--- src/rtl/timer_pkg.sv ---
// Shared definitions for the countdown timer slice.
// Holds the FSM state encoding and the default counter and prescaler widths
// so the top level and the prescaler agree on them.
package timer_pkg;

  localparam int TIMER_WIDTH_DEFAULT   = 4;
  localparam int TIMER_PRESC_W_DEFAULT = 8;

  typedef enum logic [1:0] {
    ST_IDLE = 2'd0,
    ST_RUN  = 2'd1,
    ST_DONE = 2'd2
  } timer_state_e;

endpackage

--- src/rtl/clk_prescaler.sv ---
// Programmable prescaler: produces a one-cycle tick every div+1 enabled cycles.
// Ports:
//   clk   - rising-edge clock
//   rst_n - asynchronous active-low reset
//   en    - count enable; the count holds while low
//   clr   - synchronous clear back to 0, takes priority over en
//   div   - divisor; tick when the count equals div, then wrap to 0
//   tick  - combinational strobe, high when enabled and count == div
module clk_prescaler
  import timer_pkg::*;
#(
  parameter int W = TIMER_PRESC_W_DEFAULT
) (
  input  logic         clk,
  input  logic         rst_n,
  input  logic         en,
  input  logic         clr,
  input  logic [W-1:0] div,
  output logic         tick
);

  logic [W-1:0] count_q;
  logic [W-1:0] count_d;

  always_comb begin
    tick    = en && (count_q == div);
    count_d = count_q;
    if (clr) begin
      count_d = '0;
    end else if (en) begin
      count_d = tick ? '0 : count_q + W'(1);
    end
  end

  always_ff @(posedge clk or negedge rst_n) begin
    if (!rst_n) begin
      count_q <= '0;
    end else begin
      count_q <= count_d;
    end
  end

endmodule

--- src/rtl/countdown_timer.sv ---
// Countdown timer with prescaler, one-shot or periodic operation.
// Ports:
//   clk, rst_n  - rising-edge clock, asynchronous active-low reset
//   load_val    - countdown start value, captured on start
//   presc_div   - prescaler divisor (tick every presc_div+1 cycles), captured on start
//   start, stop - level controls sampled every cycle; stop beats start
//   auto_reload - 1 = periodic, 0 = one-shot; sampled at each terminal tick
//   cnt         - registered current count
//   busy, done  - state == RUN, state == DONE
//   tc_pulse    - registered one-cycle terminal-count strobe
module countdown_timer
  import timer_pkg::*;
#(
  parameter int WIDTH   = TIMER_WIDTH_DEFAULT,
  parameter int PRESC_W = TIMER_PRESC_W_DEFAULT
) (
  input  logic               clk,
  input  logic               rst_n,
  input  logic [WIDTH-1:0]   load_val,
  input  logic [PRESC_W-1:0] presc_div,
  input  logic               start,
  input  logic               stop,
  input  logic               auto_reload,
  output logic [WIDTH-1:0]   cnt,
  output logic               busy,
  output logic               done,
  output logic               tc_pulse
);

  timer_state_e       state_q, state_d;
  logic [WIDTH-1:0]   cnt_q, cnt_d;
  logic [WIDTH-1:0]   reload_r_q, reload_r_d;
  logic [PRESC_W-1:0] div_r_q, div_r_d;
  logic               tc_pulse_q, tc_pulse_d;

  logic presc_en;
  logic presc_clr;
  logic tick;

  assign presc_en = (state_q == ST_RUN);

  clk_prescaler #(
    .W(PRESC_W)
  ) u_prescaler (
    .clk  (clk),
    .rst_n(rst_n),
    .en   (presc_en),
    .clr  (presc_clr),
    .div  (div_r_q),
    .tick (tick)
  );

  // Start (or restart) is checked before the tick so a start coinciding with
  // a terminal tick reloads from load_val and suppresses tc_pulse; stop is
  // checked before both.
  always_comb begin
    state_d    = state_q;
    cnt_d      = cnt_q;
    reload_r_d = reload_r_q;
    div_r_d    = div_r_q;
    tc_pulse_d = 1'b0;
    presc_clr  = 1'b0;

    case (state_q)
      ST_IDLE, ST_DONE: begin
        if (start && !stop) begin
          state_d    = ST_RUN;
          cnt_d      = load_val;
          reload_r_d = load_val;
          div_r_d    = presc_div;
          presc_clr  = 1'b1;
        end
      end
      ST_RUN: begin
        if (stop) begin
          state_d = ST_IDLE;
        end else if (start) begin
          cnt_d      = load_val;
          reload_r_d = load_val;
          div_r_d    = presc_div;
          presc_clr  = 1'b1;
        end else if (tick) begin
          if (cnt_q != '0) begin
            cnt_d = cnt_q - WIDTH'(1);
          end else begin
            tc_pulse_d = 1'b1;
            if (auto_reload) begin
              cnt_d = reload_r_q;
            end else begin
              state_d = ST_DONE;
            end
          end
        end
      end
      default: begin
        state_d = ST_IDLE;
      end
    endcase
  end

  always_ff @(posedge clk or negedge rst_n) begin
    if (!rst_n) begin
      state_q    <= ST_IDLE;
      cnt_q      <= '0;
      reload_r_q <= '0;
      div_r_q    <= '0;
      tc_pulse_q <= 1'b0;
    end else begin
      state_q    <= state_d;
      cnt_q      <= cnt_d;
      reload_r_q <= reload_r_d;
      div_r_q    <= div_r_d;
      tc_pulse_q <= tc_pulse_d;
    end
  end

  assign cnt      = cnt_q;
  assign busy     = (state_q == ST_RUN);
  assign done     = (state_q == ST_DONE);
  assign tc_pulse = tc_pulse_q;

endmodule

--- config.mk ---
export PLATFORM = sky130hd
export DESIGN_NAME = countdown_timer
export DESIGN_NICKNAME = d
export VERILOG_FILES = /design/src/rtl/timer_pkg.sv /design/src/rtl/clk_prescaler.sv /design/src/rtl/countdown_timer.sv
export SDC_FILE = /design/constraint.sdc
export NUM_CORES = 1
export LEC_CHECK = 0
export ABC_AREA = 1
export ABC_CLOCK_PERIOD_IN_PS = 1820
export BUFFER_PORTS_ARGS = -buffer_cell sky130_fd_sc_hd__buf_2
export CORE_ASPECT_RATIO = 2
export CORE_MARGIN = 3
export CORE_UTILIZATION = 59
export CTS_BUF_LIST = sky130_fd_sc_hd__clkbuf_2 sky130_fd_sc_hd__clkbuf_4 sky130_fd_sc_hd__clkbuf_8
export DETAILED_ROUTE_END_ITERATION = 6
export PLACE_DENSITY = 0.88
export SYNTH_ARGS = -nofsm -noshare
export SYNTH_HDL_FRONTEND = slang
export SYNTH_SLANG_ARGS = --single-unit
--- constraint.sdc ---
create_clock -name clk -period 1.82 [get_ports clk]
set_clock_uncertainty 0.1 [all_clocks]
set_input_delay 0.182 -clock clk [delete_from_list [all_inputs] [get_ports clk]]
set_output_delay 0.182 -clock clk [all_outputs]
set_load 0.02 [all_outputs]
==> results of run 1 <==
==> logic make-up (layout without fill, tap and decap cells) <==
logic type	count (synthesis)	in the layout	synth area share, %
and+or+nand+nor	140	140	37.24
buffers and inverters	42	69	9.702
adders and majority gates	2	2	1.492
AOI/OAI and AO/OA	26	26	8.134
xor gates and xnor gates	6	6	3.134
DFF	27	27	40.30
==> placed cells by master, fill, tap and decap left out, drive strengths merged <==
| cell | instances |
|---|---|
| xor2 | 4 |
| xnor2 | 2 |
| nand3 | 17 |
| buf | 24 |
| ha | 2 |
| nor2 | 30 |
| clkbuf | 4 |
| nand2 | 81 |
| inv | 40 |
| o211ai | 1 |
| nor3 | 4 |
| nand4 | 6 |
| dfrtp | 27 |
| a21oi | 3 |
| dlygate4sd3 | 1 |
| and2 | 2 |
| o21ai | 22 |
==> state kept, by name (all words and copies together) (netlist names) <==
| signal | count |
|---|---|
| cnt | 4 |
| div_r_q | 8 |
| reload_r_q | 4 |
| state_q | 2 |
| tc_pulse | 1 |
| u_prescaler.count_q | 8 |
==> tightest hold or removal path: stages <==
cell	delay, ns
buf_2	0.07
nand2_1	0.04
o21ai_1	0.06
==> what timing repair did <==
| action | in CTS | in global routing |
|---|---|---|
| endpoints found under the setup margin | 0 | 4 |
| hold buffers | 1 | 0 |
| gates resized for setup | 0 | 1 |
| setup buffers | 0 | 0 |
| hold endpoints to repair | 27 | 0 |
==> layout make-up <==
type                            count  area (um^2)
Inverter                           40        150.1
Clock buffer                        4        48.80
Tap cell                           28        35.03
Fill cell                         219        749.5
Multi-Input combinational cell    174        843.3
Timing Repair Buffer               25        132.6
Sequential cell                    27        675.6
==> routing by layer <==
metal  vias up  track usage [%]  share of wire (%)
met5         -                0                  0
met4         0            19.94                7.1
met3        25            2.882                3.9
met2        51            47.66                 55
met1       716            24.33                 34
li1        811                -                  -
==> stage by stage <==
step                power, mW  std cells
floorplan               1.673        243
global placement        1.937        293
detailed placement      1.963        293
CTS                     2.335        298
global route            2.549        298
finish                  2.348        298
==> worst min-delay path by stage <==
stage / from / slack [ns] / cells past startpoint / to
after CTS: presc_div[2] / 0.005 / 3 / div_r_q[2]
final: presc_div[2] / 0.006 / 3 / div_r_q[2]
after detailed placement: rst_n / 0.12 / 1 / div_r_q[2]
after global placement: rst_n / 0.12 / 1 / state_q[1]
after global routing: presc_div[4] / 0.007 / 3 / div_r_q[4]
after floorplan: rst_n / -0.21 / 0 / cnt[0]
==> power breakdown <==
part | leakage (nW) | switching, mW | internal [mW]
Clock | 0.0262 | 0.189 | 0.172
Combinational | 0.697 | 0.735 | 0.358
Sequential | 0.346 | 0.147 | 0.747
==> out/results.ini, run 1 <==
[yosys]
syn-instance-count=243
synth_cell_types=24
syn_nets=262
synth_top_area_share_pct=40.30
avgSynthCellArea_um2=6.900
synth_seq_area_share_pct=40.30
netlist_top_cells_area=dfrtp_1, nand2_1, inv_1, nor2_1, nand3_1
synthArstFlopShare_pct=100.0
ys_warn_count=0
yosysMostFrequentCell=nand2_1
ys_ff_latch=27
synth-edff-count=0
synth_area_mm2=0.001677
yosys.area.top_type=dfrtp_1
yosys-top-cells-count=nand2_1, inv_1, dfrtp_1
ys.flop_type=dfrtp_1

[placed_design]
port_buffers=23
dp_slack_ns=0.1880
place_area_mm2=0.001822
gp_congestion=0.9151
dp_hpwl_um=3063

[final_layout]
diodes=0
area_growth_pct=12.46
final_cell_area_mm2=0.001886
layout.nets=290
fin_util_pct=71.56
drive_above_1_share_pct=17.04

[critical_path]
path_depth=11
slowest_stage=dfrtp_1
criticalPathCategory=register to register
cpPeakStageDelay_ns=0.40
reg2reg_from=cnt[1]
startpoint=cnt[1]
crit_fanout=5
rrSetupSlack_ns=0.19
crit-reg2reg-capture=cnt[2]
r2r.worst_path.cells=11
critical_path_buf_inv_count=3
critPathArrivalTime_ns=1.71
start_kind=register
required_ns=1.90
cp-end-kind=register
cpLargestDelayFamily=simple AND/OR/NAND/NOR gates
worstPathCellList=inv_1 > ha_1 > nand2_1 > nor2_4 > inv_2 > nor2_2 > inv_1 > nand3_2 > nand2_4 > nand3_1 > nand2_1
crit_end=cnt[2]

[route]
wirelength_um=3939
antenna_left=0
via_per_inst=5.379
via_count=1603
drc=0
dr.first_iter.drc_count=68
detail_route.wl_per_cell_um=13.22
dr.pass1.iters=4

[sta]
fmax_mhz=614.2
finalCritPeriodShare_pct=89.46
fin_ws_ns=0.1918
rsz0062_at_grt=no
hold_viol=0
slew_headroom_pct=59.65
finalSetupTns_ns=0
slew_viol_final=0
setup_violations=0
tightest_slew_ns=0.6053
worst_hold_slack_ns=0.005883
min_period_ns=1.628

[power_and_ir_drop]
vdd_drop_max_mv=0.7878
p_leak_nw=1.069
power_density_mw_per_mm2=1245

[global_routing]
overflow=0
antenna_found_initial=0
grt_usage_pct=25.84
grt_pass1_wl_um=6831
grt_max_degree=28
first_global_vias=1620

[clocking]
htreeDepth=1
clk_latency_ns=0.28
clock_path_buffers=2
cts_root_buffer=clkbuf_8
cts_buffers=3
clock-sinks=27
clk_pin_slew_ns=0.09
cts_tree=built

[floorplan]
fp-row-count=26
core_area_mm2=0.002635
fp.dieW_um=43.70
start_util_pct=63.63
num_io_pins=24
dieArea_mm2=0.003556
die_h_um=81.39

[worst_hold_path]
hold_path.class=input pin to register

[outcome]
status=complete, no violations

[flow_run]
max_cap_violations=0

Note: power is estimated with default switching activity, not from simulation.
==> inputs of run 2 (changes only) <==
ABC_AREA = 0   (was 1)
CORE_ASPECT_RATIO = default   (was 2)
CORE_MARGIN = 1   (was 3)
CORE_UTILIZATION = 58   (was 59)
==> run 2 against run 1 <==
- the flow now finishes with violations (negative setup slack)
- worst hold slack better by 0.064 ns
- utilization rose by 11 points
- combinational power is 56% lower
- wire length is 15% lower
- setup slack got worse by 0.24 ns
- via count fell by 22%
- synthesized cell count down 44%
- clock power decreased by 28%
- critical endpoint is now cnt[3]
- total power down 35%
- clock-buffer cell count fell by 1
- critical path depth shrank 4
- die area fell by 24%
==> out/results.ini, run 2 <==
[route]
via_count=1258
via_per_inst=5.906
dr.pass1.iters=4
antenna_left=0
wirelength_um=3345
drc=0
detail_route.wl_per_cell_um=15.70
dr.first_iter.drc_count=26

[final_layout]
diodes=0
regArea_um2=678.2
layout_commonest_cell=dfrtp_1
multi_input_area_um2=772.0
fill_cells=135
final_cell_area_mm2=0.001892
drive_above_1_share_pct=36.22
fin_util_pct=82.35
final_cell_mix=dfrtp_1, buf_2, dlygate4sd3_1
layout.nets=205
area_growth_pct=29.67
reg_top3=div_r_q x8, u_prescaler.count_q x8

[critical_path]
cpPeakStageDelay_ns=0.43
worstPathCellList=inv_1 > ha_4 > nor3b_4 > nand2b_1 > nand2_1 > o21bai_4 > mux2_1
reg2reg_from=cnt[0]
required_ns=1.94
startpoint=cnt[0]
crit_fanout=5
cpLargestDelayFamily=simple AND/OR/NAND/NOR gates
start_kind=register
critical_path_buf_inv_count=1
cp-end-kind=register
critPathArrivalTime_ns=1.99
criticalPathCategory=register to register
slowest_stage=dfrtp_2

[sta]
tightest_slew_ns=0.5831
finalSetupTns_ns=-0.1265
setup_violations=4
hold_viol=0
rsz0062_at_grt=yes
min_period_ns=1.864
fin_ws_ns=-0.04434
slew_headroom_pct=61.13
slew_viol_final=0
fmax_mhz=536.4
finalCritPeriodShare_pct=102.4

[floorplan]
num_io_pins=24
start_util_pct=63.51
dieArea_mm2=0.002720
fp.dieW_um=52.16
die_h_um=52.16
fp-row-count=17
core_area_mm2=0.002297

[yosys]
yosys-top-cells-count=dfrtp_1, mux2_2, a21oi_1, xor2_1
ys_warn_count=0
synth_area_mm2=0.001459
yosys.area.top_type=dfrtp_1
synth_top_area_share_pct=46.31
synthArstFlopShare_pct=100.0
yosysMostFrequentCell=dfrtp_1
netlist_top_cells_area=dfrtp_1, mux2_2, xor2_1, mux2_1, a21oi_1
syn-instance-count=135
syn_nets=154
ys_ff_latch=27
synth_cell_types=34
synth_seq_area_share_pct=46.31
synth-edff-count=0
ys.flop_type=dfrtp_1
avgSynthCellArea_um2=10.81

[placed_design]
dp_hpwl_um=2241
port_buffers=23
place_area_mm2=0.001669
dp_slack_ns=-0.01585
gp_congestion=0.8400

[clocking]
cts_tree=built
clk_latency_ns=0.33
clk_pin_slew_ns=0.14
clock_path_buffers=2
htreeDepth=1
cts_root_buffer=clkbuf_4
clock-sinks=27
cts_buffers=3

[global_routing]
grt_pass1_wl_um=5271
grt_max_degree=28
first_global_vias=1260
overflow=0
grt_usage_pct=26.47
antenna_found_initial=0

[power_and_ir_drop]
vdd_drop_max_mv=0.6327
power_density_mw_per_mm2=800.7
p_leak_nw=0.8348

[flow_run]
max_cap_violations=0

[outcome]
status=finished, violations left
violations=negative setup slack

[worst_hold_path]
hold_path.class=input pin to register
min_from=start

==> run 2: metal layers <==
layer	wire (um)	part of all wire, %	vias to the layer above	GRT usage, %
met5	0	0	-	0
met4	100	3.0	0	9.649
met3	151	4.5	18	5.263
met2	1638	49	62	44.87
met1	1454	43	595	33.33
li1	-	-	583	-
==> run 2: path summary, 6_finish.rpt <==
kind | endpoint | slack (ns) | cells past startpoint
max reg2reg | cnt[3] | -0.04 | 7
min reg2reg | reload_r_q[2] | 0.42 | 1
min in group asynchronous | div_r_q[1] | 0.27 | 2
max | cnt[3] | -0.04 | 7
min | state_q[0] | 0.07 | 2
max in group asynchronous | cnt[0] | 0.94 | 2
==> run 2: metrics by stage <==
stage,hold WS (ns),cells,power [mW]
after floorplan,-0.2136,135,1.051
after global placement,0.1057,192,1.172
after detailed placement,0.1110,192,1.198
after CTS,0.004441,209,1.476
after global routing,0.06832,213,1.598
final,0.06942,213,1.515
==> run 2: logic make-up after synthesis <==
family,share of synthesized area [%]
AND/OR/NAND/NOR,15.44
multiplexers,13.89
XOR/XNOR,5.403
flip-flops,46.31
AO/OA/AOI/OAI,13.64
adder cells (fa/ha/maj),1.715
buffers and inverters,3.602
==> run 2: area by class of cell <==
class / count / area share, %
clock inverter: 1 / 0.2646
clock buffer: 3 / 1.190
inverter: 7 / 1.389
sequential: 27 / 35.85
timing repair buffer: 50 / 18.65
multi-input combinational: 97 / 40.81
tap: 28 / 1.852
==> run 2: where the power goes <==
part	leakage (nW)	internal [mW]	switching, mW
combinational	0.485	0.237	0.248
sequential	0.332	0.682	0.0859
clock	0.0177	0.0826	0.179
total	0.835	1.00	0.513
==> run 2: repair_timing <==
item,in CTS,in global routing
hold buffers,10,4
resized for setup,1,5
buffers inserted,3,0
endpoints found under the setup margin,4,13
endpoints found under the hold margin,36,4
pin swaps,1,1
cloned,0,0
==> run 2: worst reg2reg max path: cells and delay by family (launching register included) <==
family	cells	cell delay, ns
AOI/OAI and AO/OA	1	0.10
DFF	1	0.43
muxes	1	0.33
and+or+nand+nor	3	0.51
buffers and inverters	1	0.12
adders and majority gates	1	0.17
